`src/rtl/wb_bus_pkg.sv`:
```
// Shared Wishbone decoder types and constants: transaction state, default
// timeout and the page numbers of the three standard downstream slaves.
package wb_bus_pkg;

  typedef enum logic [1:0] {
    ST_IDLE = 2'd0,
    ST_BUSY = 2'd1,
    ST_ERR  = 2'd2
  } wb_state_e;

  localparam int unsigned DEFAULT_TIMEOUT = 1024;
  localparam int unsigned PAGE_W          = 22;

  localparam logic [PAGE_W-1:0] PAGE_SLAVE0 = 22'h081;
  localparam logic [PAGE_W-1:0] PAGE_SLAVE1 = 22'h082;
  localparam logic [PAGE_W-1:0] PAGE_SLAVE2 = 22'h083;

  // Index width that stays legal when the indexed range has a single entry.
  function automatic int unsigned idx_w(input int unsigned n);
    return (n > 1) ? $clog2(n) : 1;
  endfunction

endpackage

```
`src/rtl/wb_txn_tracker.sv`:
```
// Tracks the outstanding requests of the current owner slave: count, owner,
// idle timeout and the addresses of pending requests (oldest first).
module wb_txn_tracker
  import wb_bus_pkg::*;
#(
  parameter int unsigned NSLAVES = 3,
  parameter int unsigned AW      = 30,
  parameter int unsigned MAX_OUT = 4,
  parameter int unsigned TIMEOUT = DEFAULT_TIMEOUT,
  localparam int unsigned OW     = idx_w(NSLAVES),
  localparam int unsigned CW     = $clog2(MAX_OUT + 1),
  localparam int unsigned TW     = $clog2(TIMEOUT + 1)
) (
  input  logic          i_clk,
  input  logic          i_resetb,
  input  logic          i_cyc,
  input  logic          i_accept,
  input  logic          i_mapped,
  input  logic [OW-1:0] i_slave,
  input  logic [AW-1:0] i_addr,
  input  logic          i_owner_ack,
  output wb_state_e     o_state,
  output logic [CW-1:0] o_outstanding,
  output logic [OW-1:0] o_owner,
  output logic [AW-1:0] o_oldest_addr_c,
  output logic          o_timeout_c
);

  localparam int unsigned PW = idx_w(MAX_OUT);
  localparam logic [TW-1:0] TMO_LAST = TW'(TIMEOUT - 1);

  logic [TW-1:0] tmo_cnt;
  logic [PW-1:0] wr_ptr;
  logic [PW-1:0] rd_ptr;
  logic [AW-1:0] addr_q [MAX_OUT];
  logic          push;
  logic          pop;

  function automatic logic [PW-1:0] ptr_inc(input logic [PW-1:0] p);
    return (p == PW'(MAX_OUT - 1)) ? '0 : p + PW'(1);
  endfunction

  assign push = i_cyc && i_accept && i_mapped && (o_state != ST_ERR);
  assign pop  = i_cyc && i_owner_ack && (o_state == ST_BUSY);

  // An idle BUSY cycle with the counter at its last value aborts the burst.
  assign o_timeout_c = (o_state == ST_BUSY) && i_cyc && !i_accept &&
                       !i_owner_ack && (tmo_cnt == TMO_LAST);

  assign o_oldest_addr_c = addr_q[rd_ptr];

  always_ff @(posedge i_clk) begin
    if (!i_resetb || !i_cyc) begin
      o_state       <= ST_IDLE;
      o_outstanding <= '0;
      o_owner       <= '0;
      tmo_cnt       <= '0;
      wr_ptr        <= '0;
      rd_ptr        <= '0;
    end else begin
      case (o_state)
        ST_IDLE: begin
          tmo_cnt <= '0;
          if (push) begin
            o_state       <= ST_BUSY;
            o_outstanding <= CW'(1);
            o_owner       <= i_slave;
            wr_ptr        <= ptr_inc(wr_ptr);
          end
        end
        ST_BUSY: begin
          if (o_timeout_c) begin
            o_state       <= ST_ERR;
            o_outstanding <= '0;
            o_owner       <= '0;
            tmo_cnt       <= '0;
            wr_ptr        <= '0;
            rd_ptr        <= '0;
          end else begin
            tmo_cnt <= (i_accept || i_owner_ack) ? '0 : tmo_cnt + TW'(1);
            if (push) wr_ptr <= ptr_inc(wr_ptr);
            if (pop)  rd_ptr <= ptr_inc(rd_ptr);
            if (push && !pop) begin
              o_outstanding <= o_outstanding + CW'(1);
            end else if (pop && !push) begin
              o_outstanding <= o_outstanding - CW'(1);
              if (o_outstanding == CW'(1)) begin
                o_state <= ST_IDLE;
                o_owner <= '0;
              end
            end
          end
        end
        ST_ERR:  o_state <= ST_IDLE;
        default: o_state <= ST_IDLE;
      endcase
    end
  end

  // Pending-address storage needs no reset; only live entries are ever read.
  always_ff @(posedge i_clk) begin
    if (push) addr_q[wr_ptr] <= i_addr;
  end

endmodule

```
`src/rtl/wb_slave_decoder.sv`:
```
// Wishbone pipelined 1-to-N address decoder: page-based slave select, single
// owner while requests are pending, registered return mux and error reporting.
module wb_slave_decoder
  import wb_bus_pkg::*;
#(
  parameter int unsigned NSLAVES  = 3,
  parameter int unsigned AW       = 30,
  parameter int unsigned DW       = 32,
  parameter int unsigned PAGE_LSB = 8,
  parameter logic [NSLAVES*(AW-PAGE_LSB)-1:0] SLAVE_BASE =
    {PAGE_SLAVE2, PAGE_SLAVE1, PAGE_SLAVE0},
  parameter int unsigned MAX_OUT  = 4,
  parameter int unsigned TIMEOUT  = DEFAULT_TIMEOUT
) (
  input  logic                  i_clk,
  input  logic                  i_resetb,
  input  logic                  i_wb_cyc,
  input  logic                  i_wb_stb,
  input  logic                  i_wb_we,
  input  logic [AW-1:0]         i_wb_addr,
  input  logic [DW-1:0]         i_wb_data,
  input  logic [DW/8-1:0]       i_wb_sel,
  output logic                  o_wb_stall,
  output logic                  o_wb_ack,
  output logic                  o_wb_err,
  output logic [DW-1:0]         o_wb_data,
  output logic [NSLAVES-1:0]    o_s_cyc,
  output logic [NSLAVES-1:0]    o_s_stb,
  output logic                  o_s_we,
  output logic [AW-1:0]         o_s_addr,
  output logic [DW-1:0]         o_s_data,
  output logic [DW/8-1:0]       o_s_sel,
  input  logic [NSLAVES-1:0]    i_s_stall,
  input  logic [NSLAVES-1:0]    i_s_ack,
  input  logic [NSLAVES*DW-1:0] i_s_data,
  output logic [AW-1:0]         o_err_addr,
  output logic [15:0]           o_err_count
);

  localparam int unsigned PGW = AW - PAGE_LSB;
  localparam int unsigned OW  = idx_w(NSLAVES);
  localparam int unsigned CW  = $clog2(MAX_OUT + 1);

  logic [PGW-1:0] page;
  logic           mapped;
  logic [OW-1:0]  sel;
  wb_state_e      state;
  logic [CW-1:0]  outstanding;
  logic [OW-1:0]  owner;
  logic [AW-1:0]  oldest_addr;
  logic           timeout_hit;
  logic           busy;
  logic           block;
  logic           slave_stall;
  logic           accept;
  logic           owner_ack_raw;
  logic           owner_ack;
  logic [DW-1:0]  owner_data;
  logic           unmapped_acc;
  logic           err_set;

  assign o_s_we   = i_wb_we;
  assign o_s_addr = i_wb_addr;
  assign o_s_data = i_wb_data;
  assign o_s_sel  = i_wb_sel;

  assign page = i_wb_addr[AW-1:PAGE_LSB];

  // Scan high to low so the lowest matching index is the one left standing.
  always_comb begin
    mapped = 1'b0;
    sel    = '0;
    for (int k = NSLAVES - 1; k >= 0; k--) begin
      if (page == SLAVE_BASE[k*PGW +: PGW]) begin
        mapped = 1'b1;
        sel    = OW'(k);
      end
    end
  end

  always_comb begin
    owner_ack_raw = 1'b0;
    owner_data    = '0;
    slave_stall   = 1'b0;
    for (int k = 0; k < NSLAVES; k++) begin
      if (owner == OW'(k)) begin
        owner_ack_raw = i_s_ack[k];
        owner_data    = i_s_data[k*DW +: DW];
      end
      if (sel == OW'(k)) slave_stall = i_s_stall[k];
    end
  end

  assign busy  = (outstanding != '0);
  // Conditions under which no slave may see a strobe this cycle.
  assign block = (outstanding == CW'(MAX_OUT)) ||
                 (busy && (!mapped || (sel != owner))) ||
                 (state == ST_ERR);

  assign o_wb_stall   = i_resetb && (block || (mapped && slave_stall));
  assign accept       = i_resetb && i_wb_cyc && i_wb_stb && !o_wb_stall;
  assign owner_ack    = i_wb_cyc && busy && owner_ack_raw;
  assign unmapped_acc = accept && !mapped;
  assign err_set      = unmapped_acc || timeout_hit;

  always_comb begin
    o_s_stb = '0;
    o_s_cyc = '0;
    for (int k = 0; k < NSLAVES; k++) begin
      o_s_stb[k] = i_resetb && i_wb_cyc && i_wb_stb && mapped &&
                   (sel == OW'(k)) && !block;
      o_s_cyc[k] = i_resetb && i_wb_cyc && (state != ST_ERR) &&
                   ((busy && (owner == OW'(k))) || (mapped && (sel == OW'(k))));
    end
  end

  wb_txn_tracker #(
    .NSLAVES (NSLAVES),
    .AW      (AW),
    .MAX_OUT (MAX_OUT),
    .TIMEOUT (TIMEOUT)
  ) u_tracker (
    .i_clk           (i_clk),
    .i_resetb        (i_resetb),
    .i_cyc           (i_wb_cyc),
    .i_accept        (accept),
    .i_mapped        (mapped),
    .i_slave         (sel),
    .i_addr          (i_wb_addr),
    .i_owner_ack     (owner_ack),
    .o_state         (state),
    .o_outstanding   (outstanding),
    .o_owner         (owner),
    .o_oldest_addr_c (oldest_addr),
    .o_timeout_c     (timeout_hit)
  );

  always_ff @(posedge i_clk) begin
    if (!i_resetb) begin
      o_wb_ack    <= 1'b0;
      o_wb_err    <= 1'b0;
      o_wb_data   <= '0;
      o_err_addr  <= '0;
      o_err_count <= '0;
    end else begin
      o_wb_ack  <= owner_ack;
      o_wb_data <= owner_ack ? owner_data : '0;
      o_wb_err  <= err_set;
      if (err_set) begin
        o_err_addr  <= unmapped_acc ? i_wb_addr : oldest_addr;
        o_err_count <= (o_err_count != 16'hFFFF) ? o_err_count + 16'd1 : o_err_count;
      end
    end
  end

endmodule

```
`config.mk`:
```
export PLATFORM = sky130hd
export DESIGN_NAME = wb_slave_decoder
export DESIGN_NICKNAME = d
export VERILOG_FILES = /design/src/rtl/wb_bus_pkg.sv /design/src/rtl/wb_txn_tracker.sv /design/src/rtl/wb_slave_decoder.sv
export SDC_FILE = /design/constraint.sdc
export NUM_CORES = 1
export LEC_CHECK = 0
export BUFFER_PORTS_ARGS = -buffer_cell sky130_fd_sc_hd__buf_4
export CORE_ASPECT_RATIO = 0.7
export CORE_MARGIN = 3
export CORE_UTILIZATION = 51
export CTS_CLUSTER_SIZE = 24
export DETAILED_ROUTE_END_ITERATION = 16
export MAX_ROUTING_LAYER = met4
export PLACE_DENSITY = 0.83
export SYNTH_ARGS = -nofsm -noshare
export SYNTH_HDL_FRONTEND = slang
export SYNTH_SLANG_ARGS = --single-unit
```
`constraint.sdc`:
```
create_clock -name i_clk -period 3.6 [get_ports i_clk]
set_clock_uncertainty 0.2 [all_clocks]
set_input_delay 0.36 -clock i_clk [delete_from_list [all_inputs] [get_ports i_clk]]
set_output_delay 0.36 -clock i_clk [all_outputs]
set_load 0.03 [all_outputs]
```
Word-level counts from Yosys, hierarchy flattened
Memories as Yosys holds them, arrays and structs flattened. A register that Yosys moved wholly into a read port is not among the register bits.
Cells that the tools add are included.

word-level totals
  memory bits (writable) = 120
  bits in registers = 102
  memories = 1

cells by class
  reductions and logical operators = 68
  multiplexer cells = 44
  add/subtract/negate cells = 6
  eq/ne operators = 22

memory list
  name              depth  bits a word  read ports  clocked after memory_dff  write ports  RTL line              source
  u_tracker.addr_q  4      30           1           1                         1            wb_txn_tracker.sv:35  logic [AW-1:0] addr_q [MAX_OUT];

operators by type and width
  operator               number
  $mux 32                3
  $eq 22x8->1 const B    3
  $logic_and 1x1->1      37
  $mux 2                 18
  $mux 30                1
  $mux 11                2
  $pmux 11 s2            1
  $add 16x1->16 const B  1
  $ne 16x16->1 const B   1
  $mux 3                 4
  $pmux 2 s2             3
  $add 11x1->11 const B  1
  $eq 11x10->1 const B   1
  $mux 1                 11
  $eq 2x2->1 const B     5
  $logic_or 1x1->1       10
  $logic_not 1->1        9
  $ne 3x3->1 const B     3
  $eq 2x1->1 const B     3
  $logic_not 2->1        3
  $pmux 3 s2             1
  $reduce_and 2->1       3
  $reduce_and 5->1       1
  $add 2x1->2 const B    2
  12 further kinds       13

Longest topological paths before layout
Gate-level depths: netlist of the first run.

  depth in word-level cells = 22
  depth in mapped cells = 10
  mapped depth without buffers = 9

By module
From an unflattened synthesis of the first run, not the netlist that was laid out.

second synthesis, totals
  cell total of the unflattened synthesis = 857
  area, all modules = 10088.4 µm²

by module, submodules not included
  module            times used  seq. area each (µm²)  area an instance (µm²)  cells each
  wb_txn_tracker    1           4083.9                5715.5                  328
  wb_slave_decoder  1           1601.5                4372.9                  529

Least setup slack after synthesis of the first run
OpenSTA, ideal clock, no wires.

  path type = input to register
  start = input i_wb_addr[21]
  end = memory u_tracker.addr_q[3][0] (enable)
  arrival time = 2.244 ns
  path slack = 0.766 ns
  path buffers = 0
  cell stages on the path = 5
  cells stage by stage = nor4_2 and3_1 nand2_1 nor4_4 and2_1

between the ends
  longest elaborated chain between the ends = 18
  elaborated cells between the ends (all ways) = 31
  those cells by class = 6 x eq/ne; 11 x mux; 14 x reduce/logical

ends and longest elaborated chain
  element                                                RTL line                                         source
  start: declaration                                     wb_slave_decoder.sv:20                           input logic [AW-1:0] i_wb_addr,
  $eq 22x8->1                                            wb_slave_decoder.sv:74                           if (page == SLAVE_BASE[k*PGW +: PGW]) begin
  $mux 2 or $mux 1 (tied branches) (3 in series)         wb_slave_decoder.sv:74
  $logic_not 2->1 (tied with other cells)                wb_slave_decoder.sv:90                           if (sel == OW'(k)) slave_stall = i_s_stall[k];
  $mux 1 or $logic_or 1x1->1 (tied branches)             wb_slave_decoder.sv:90, wb_slave_decoder.sv:97
  $mux 1 or $logic_and 1x1->1 (tied branches)            wb_slave_decoder.sv:90, wb_slave_decoder.sv:97
  $mux 1 or $logic_or 1x1->1 (tied branches)             wb_slave_decoder.sv:90, wb_slave_decoder.sv:96
  $logic_and 1x1->1 or $logic_or 1x1->1 (tied branches)  wb_slave_decoder.sv:100, wb_slave_decoder.sv:97
  $logic_or 1x1->1                                       wb_slave_decoder.sv:100                          assign o_wb_stall = i_resetb && (block || (mapped && slave_stall));
  $logic_and 1x1->1                                      wb_slave_decoder.sv:100
  $logic_not 1->1                                        wb_slave_decoder.sv:101                          assign accept = i_resetb && i_wb_cyc && i_wb_stb && !o_wb_stall;
  $logic_and 1x1->1                                      wb_slave_decoder.sv:101
  $logic_and 1x1->1                                      wb_txn_tracker.sv:43                             assign push = i_cyc && i_accept && i_mapped && (o_state != ST_ERR);
  $logic_and 1x1->1 * (2 in series)                      wb_txn_tracker.sv:43
  $mux 1 *                                               wb_txn_tracker.sv:102                            if (push) addr_q[wr_ptr] <= i_addr;
  $mux 1 (not written as such) *                         wb_txn_tracker.sv:102
  end: declaration                                       wb_txn_tracker.sv:35

Every way passes the cells marked *; elsewhere a longest branch is shown, timed or not.

Worst setup path in the final report of the first run
  start = input i_wb_addr[10]
  end = register o_err_addr[20]

between the ends
  longest elaborated chain between the ends = 18
  elaborated cells between the ends (all ways) = 33
  those cells by class = 6 x eq/ne; 10 x mux; 17 x reduce/logical

ends and longest elaborated chain
  element                                                RTL line                                         source
  $eq 22x8->1                                            wb_slave_decoder.sv:74
  $mux 2 or $mux 1 (tied branches) (3 in series)         wb_slave_decoder.sv:74
  $logic_not 2->1 (tied with other cells)                wb_slave_decoder.sv:90
  $mux 1 or $logic_or 1x1->1 (tied branches)             wb_slave_decoder.sv:90, wb_slave_decoder.sv:97
  $mux 1 or $logic_and 1x1->1 (tied branches)            wb_slave_decoder.sv:90, wb_slave_decoder.sv:97
  $mux 1 or $logic_or 1x1->1 (tied branches)             wb_slave_decoder.sv:90, wb_slave_decoder.sv:96
  $logic_and 1x1->1 or $logic_or 1x1->1 (tied branches)  wb_slave_decoder.sv:100, wb_slave_decoder.sv:97
  $logic_or 1x1->1                                       wb_slave_decoder.sv:100
  $logic_and 1x1->1                                      wb_slave_decoder.sv:100
  $logic_not 1->1                                        wb_slave_decoder.sv:101
  $logic_and 1x1->1                                      wb_slave_decoder.sv:101
  $logic_not 1->1                                        wb_txn_tracker.sv:47                             assign o_timeout_c = (o_state == ST_BUSY) && i_cyc && !i_accept &&
  $logic_and 1x1->1 (2 in series)                        wb_txn_tracker.sv:47
  $logic_and 1x1->1                                      wb_txn_tracker.sv:48                             !i_owner_ack && (tmo_cnt == TMO_LAST);
  $logic_or 1x1->1                                       wb_slave_decoder.sv:104                          assign err_set = unmapped_acc || timeout_hit;
  end signal: assignment                                 wb_slave_decoder.sv:150                          o_err_addr <= unmapped_acc ? i_wb_addr : oldest_addr;
  end: declaration                                       wb_slave_decoder.sv:36                           output logic [AW-1:0] o_err_addr,

Several ways; a longest one is shown, not always the timed one.
A chain may end at the register's enable or synchronous reset.

==> results of run 1 <==
-- cells by family after synthesis --
kind of cell               count (synthesis)  synth area share
AOI/OAI and AO/OA                        170             0.109
muxes                                     68             0.106
and+or+nand+nor                          259             0.120
buffers and inverters                    124            0.0732
xor gates and xnor gates                  13            0.0114
DFF                                      224             0.567
adders and majority gates                 11            0.0137
-- synth_stat cells, drive strengths merged, types with 8 or more instances --
master,number
mux2i,36
nor3,8
dfxtp,104
nand3,13
inv,10
buf,84
mux4,30
o21ai,40
clkbuf,29
a21oi,56
edfxtp,120
and3,12
ha,11
nor2,96
a31oi,32
nand2,89
-- sequential cells by signal (all words and copies together) (netlist names), 2 cells and up, named ones only --
signal                   cells
o_wb_data                   32
u_tracker.o_owner            2
u_tracker.rd_ptr             2
o_err_count                 16
u_tracker.o_state            2
u_tracker.wr_ptr             2
u_tracker.tmo_cnt           11
u_tracker.o_outstanding      3
u_tracker.addr_q           120
o_err_addr                  30
-- worst max-delay path by stage --
stage,start,slack (ns),cells after the start,to
3_3_place_gp,i_wb_addr[10],0.60,9,o_err_addr[22]$_SDFFE_PN0P_
2_1_floorplan,i_wb_addr[21],0.77,5,u_tracker.addr_q[3][0]$_DFFE_PP_
5_1_grt,i_wb_addr[10],0.09,10,o_err_addr[20]$_SDFFE_PN0P_
3_5_place_dp,i_wb_addr[10],0.46,9,o_err_addr[18]$_SDFFE_PN0P_
4_1_cts,i_wb_addr[10],0.37,10,o_err_addr[29]$_SDFFE_PN0P_
6_report,i_wb_addr[10],0.33,10,o_err_addr[20]$_SDFFE_PN0P_
-- where the power goes --
group	internal (mW)	leakage, nW	switching [mW]
combinational	0.221	2.66	0.231
clock	1.57	0.391	0.969
sequential	2.70	1.92	0.0128
-- per-stage QoR --
step           hold WS [ns]  utilization
2_1_floorplan         0.244            -
3_3_place_gp          0.258        0.617
3_5_place_dp          0.264        0.617
4_1_cts             0.00131        0.692
5_1_grt              0.0332        0.692
6_report             0.0155        0.692
-- routing by layer --
layer | share of wire | global-route usage | up-vias
met5 | 0 | - | -
met4 | 0.048 | 0.127 | 0
met3 | 0.090 | 0.0623 | 94
met2 | 0.49 | 0.431 | 444
met1 | 0.38 | 0.325 | 3839
li1 | - | - | 3607
-- worst register-to-register path: stages, from the launching register on --
cell      delay, ns
dfxtp_1        0.38
ha_1           0.21
nand3_1        0.16
nor4_2         0.52
o211ai_1       0.30
a31oi_4        0.40
o21ai_2        0.21
or4_1          0.50
a21oi_1        0.16
-- area by class of cell --
type | instances | share of cell area
clock buffer | 25 | 0.0425
clock inverter | 14 | 0.0190
inverter | 11 | 0.00313
multi-input combinational | 521 | 0.275
sequential | 224 | 0.431
tap | 264 | 0.0250
timing repair buffer | 338 | 0.205
-- what timing repair did --
action                     CTS  global route
setup buffers                0             0
hold buffers                62             0
gates resized for setup      0             0
hold endpoints to repair   153             0
setup endpoints to repair    0             0
==> flow_summary.ini, run 1 <==
[global_route]
antenna_found_initial = 0
grt_pass1_wl_um = 43600
grt_max_degree = 58
grt_pass1_vias = 7933
grt_usage = 0.268
grt-ovfl-total = 0

[timing]
final.setup.tns_ns = 0
period_needed_ns = 3.27
fin_ws_ns = 0.328
final_hold_viol_count = 0
fmax_mhz = 306
slew_headroom = 0.472
post-route-period-util = 0.909
worst_pin_slew_ns = 0.792
drv_slew = 0
setup_viol = 0
grt_setup_unrepaired = false

[worst_setup_path]
r2r_slack_ns = 0.46
cp_num_buf_inv = 4
cp_top_family = buffers and inverters
critical_path_class = in -> reg
r2r-end = o_err_count[14]$_SDFFE_PN0P_
crit_path_max_incr_delay_ns = 0.63
cp-end-kind = flip-flop
cp_common_cell = buf_4
path_max_fanout = 57
crit_slowest_cell = o211ai_1
worstPathRequired_ns = 3.84
start_kind = primary input
cp_cell_sequence = dlygate4sd3_1, buf_4, nor4_1, buf_4, and2_1, nand2_1, o211ai_1, buf_4, o21ai_0, a31oi_1
cp_data_arrival_time_ns = 3.51
reg2reg_depth = 8
timing.rr.start = u_tracker.tmo_cnt[0]$_SDFFE_PP0P_

[drt]
drt_iter0_markers = 658
wl_per_cell_um = 20.5
first_pass_iters = 5
viasPerCell = 5.72
postRouteAntennaNets = 0
drc = 0
wl_um = 28700
vias = 7984

[yosys]
synth_area_per_cell_um2 = 11.5
synth_cells = 869
synth_top_area_cell = edfxtp_1
syn_nets = 1053
ys.flop_type = edfxtp_1
synth_warnings = 0
yosysTopAreaCellShare = 0.359
synth-edff-count = 120
netlist_area_um2 = 10000
yosys_register_bits = 224
synth-async-reset-ratio = 0
ys_types = 60
yosys-top-cells-area = edfxtp_1 36%, dfxtp_1 21%, mux4_2 6.7%, buf_4 5.2%, mux2i_1 3.6%
yosysSeqAreaShare = 0.567

[power]
pwr_density_cell_nw_per_um2 = 432
vdd_ir_drop_max_v = 0.000414
p_leak_nw = 4.97
power_mw = 5.71

[clocking]
path_clk_slew_ns = 0.06
cts_buffers = 22
cts_htree_levels = 1
clockBufferDepth = 3
clkSinkCount = 224
clockRootBuffer = clkbuf_16
tritoncts = built
clk_latency_ns = 0.52

[placement]
post-place-ws_ns = 0.460
placedCellCount = 1296
placed_area_um2 = 11800
hpwl_um = 19400
gp_congestion = 0.925
io_buffers = 252

[floorplanning]
dieArea_um2 = 21400
die_w_um = 174
initial_core_util = 0.526
io-pin-count = 327
coreArea_um2 = 19100
fp.dieH_um = 123
rows = 42

[cells_and_area]
fillCellCount = 1306
final_cells = 1397
syn2layout_area_growth_pct = 31.6
ff_latch_area_um2 = 5690
layout_commonest_cell = buf_4
final_cell_mix = 275 x buf_4, 120 x edfxtp_1, 101 x dfxtp_1, 96 x nor2_1, 89 x nand2_1
insertedDiodeCount = 0
fin_area_um2 = 13200
nNetsFinal = 1302
multiInputGateArea_um2 = 3630
drive_above_1_share = 0.324

[worst_hold_path]
hold_end = o_wb_data[17]$_SDFF_PN0_
hold_class = in -> reg
min_path_cells = 5
hold_path_startpoint = i_s_data[17]

[status]
status = finished clean

[run]
maxCapViolations = 0
Power figures use the tool's default switching activity.
==> inputs of run 2 (changes only) <==
Settings changed: HOLD_SLACK_MARGIN set to 0.08.
==> flow_summary.ini, run 2 (synthesis gave the netlist of run 1 again) <==
[cells_and_area]
insertedDiodeCount = 0
layout_commonest_cell = buf_4
drive_above_1_share = 0.316
syn2layout_area_growth_pct = 34.6
final_cell_mix = 275 x buf_4, 120 x edfxtp_1, 101 x dfxtp_1, 96 x nor2_1, 92 x dlygate4sd3_1
largest_reg_flops = 120
fillCellCount = 1250
final_util = 0.708
nNetsFinal = 1332
top_regs = u_tracker.addr_q: 120 flops, o_wb_data: 32 flops, o_err_addr: 30 flops
regMostFlops = u_tracker.addr_q

[worst_setup_path]
crit_start = i_wb_addr[10]
crit_path_max_incr_delay_ns = 0.65
cp_common_cell = buf_4
cp_data_arrival_time_ns = 3.55
cp.depth = 10
path_max_fanout = 57
cp_num_buf_inv = 4
r2r_slack_ns = 0.44
worstPathRequired_ns = 3.84
reg2reg_depth = 8
crit_slowest_cell = o211ai_1
critical_path_class = in -> reg
cp_top_family = buffers and inverters
timing.rr.start = u_tracker.tmo_cnt[0]$_SDFFE_PP0P_
cp_cell_sequence = dlygate4sd3_1, buf_4, nor4_1, buf_4, and2_1, nand2_1, o211ai_1, buf_4, o21ai_0, a31oi_1
endpoint = o_err_addr[20]$_SDFFE_PN0P_
cp-end-kind = flip-flop
r2r-end = o_err_count[14]$_SDFFE_PN0P_
start_kind = primary input

[timing]
drv_slew = 0
fmax_mhz = 302
period_needed_ns = 3.31
setup_viol = 0
grt_setup_unrepaired = false
worst_pin_slew_ns = 0.786
post-route-period-util = 0.921
final.setup.tns_ns = 0
slew_headroom = 0.476
final_hold_viol_count = 0

[floorplanning]
fp.dieH_um = 123
io-pin-count = 327
rows = 42
dieArea_um2 = 21400
coreArea_um2 = 19100
initial_core_util = 0.526
die_w_um = 174

[global_route]
grt_pass1_wl_um = 45400
antenna_found_initial = 0
grt-ovfl-total = 0
grt_pass1_vias = 8242
grt_max_degree = 58
grt_usage = 0.279

[drt]
dr_wl_met3_um = 2570
wl_per_cell_um = 20.8
vias = 8246
drt_iter0_markers = 748
viasPerCell = 5.78
drt-met1-wl_um = 11200
postRouteAntennaNets = 0
wl_um = 29700
wl_met2_um = 14300
first_pass_iters = 5
drc = 0
routed.top_layer = met4

[clocking]
clockRootBuffer = clkbuf_16
cts-resized-gates = 0
clk_latency_ns = 0.52
path_clk_slew_ns = 0.06
tritoncts = built
clkSinkCount = 224
postCtsSetupRepairBufs = 0
clockBufferDepth = 3
cts_htree_levels = 1
cts_buffers = 22

[power]
power_mw = 5.73
p_leak_nw = 5.10
pwr_density_cell_nw_per_um2 = 424
vdd_ir_drop_max_v = 0.000412

[placement]
io_buffers = 252
gp_congestion = 0.925
hpwl_um = 19400

[worst_hold_path]
hold_class = in -> reg
hold_path_startpoint = i_s_data[20]

[status]
status = finished clean

[run]
maxCapViolations = 0
-- run 2: changes by cell type in the layout (fill, tap and decap cells not counted), sizes merged --
cell,before,now
dlygate4sd3,62,92
-- run 2: what timing repair did --
item,CTS,global route
setup endpoints to repair,0,0
hold buffers,92,0
endpoints found under the hold margin,178,0
-- run 2: final cells by class --
| cell class | instances | area [um2] | share of cell area |
|---|---|---|---|
| Sequential cell | 224 | 5690 | 0.421 |
| Tap cell | 264 | 330 | 0.0245 |
| Multi-Input combinational cell | 521 | 3630 | 0.269 |
| Clock inverter | 14 | 250 | 0.0185 |
| Timing Repair Buffer | 368 | 3010 | 0.223 |
| Clock buffer | 25 | 562 | 0.0416 |
| Inverter | 11 | 41.3 | 0.00306 |
-- run 2: per-layer routing --
| layer | vias up | track usage |
|---|---|---|
| met2 | 460 | 0.445 |
| met5 | - | - |
| met4 | 0 | 0.148 |
| met1 | 3989 | 0.334 |
| li1 | 3671 | - |
| met3 | 126 | 0.0666 |
-- run 2: how the worst min path moves through the flow --
stage                                               endpoint  cells after the start
after floorplan           u_tracker.tmo_cnt[10]$_SDFFE_PP0P_                      1
after global placement     u_tracker.tmo_cnt[1]$_SDFFE_PP0P_                      2
after detailed placement         o_err_addr[21]$_SDFFE_PN0P_                      2
after CTS                           o_wb_data[23]$_SDFF_PN0_                      5
after global routing                o_wb_data[23]$_SDFF_PN0_                      5
final                               o_wb_data[20]$_SDFF_PN0_                      5
-- run 2: power by group --
group / internal (mW) / total (mW) / leakage [nW] / switching [mW]
registers: 2.70 / 2.72 / 1.92 / 0.0129
logic: 0.242 / 0.481 / 2.79 / 0.238
clock network: 1.57 / 2.53 / 0.391 / 0.965
-- run 2: worst register-to-register path, stage by stage, from the launching register on --
cell and delay, ns:
dfxtp_1 0.38, ha_1 0.21, nand3_1 0.17, nor4_2 0.54, o211ai_1 0.31, a31oi_4 0.40
o21ai_2 0.20, or4_1 0.49, a21oi_1 0.17
-- run 2: through the flow --
stage	hold WS (ns)	cells	area [um2]	setup WS (ns)
final	0.106	1427	13500	0.286
after global routing	0.144	1427	13500	0.0861
after CTS	0.0973	1427	13500	0.367
after detailed placement	0.264	1296	11800	0.460
after global placement	0.258	1296	11800	0.601
after floorplan	0.244	869	10000	0.766
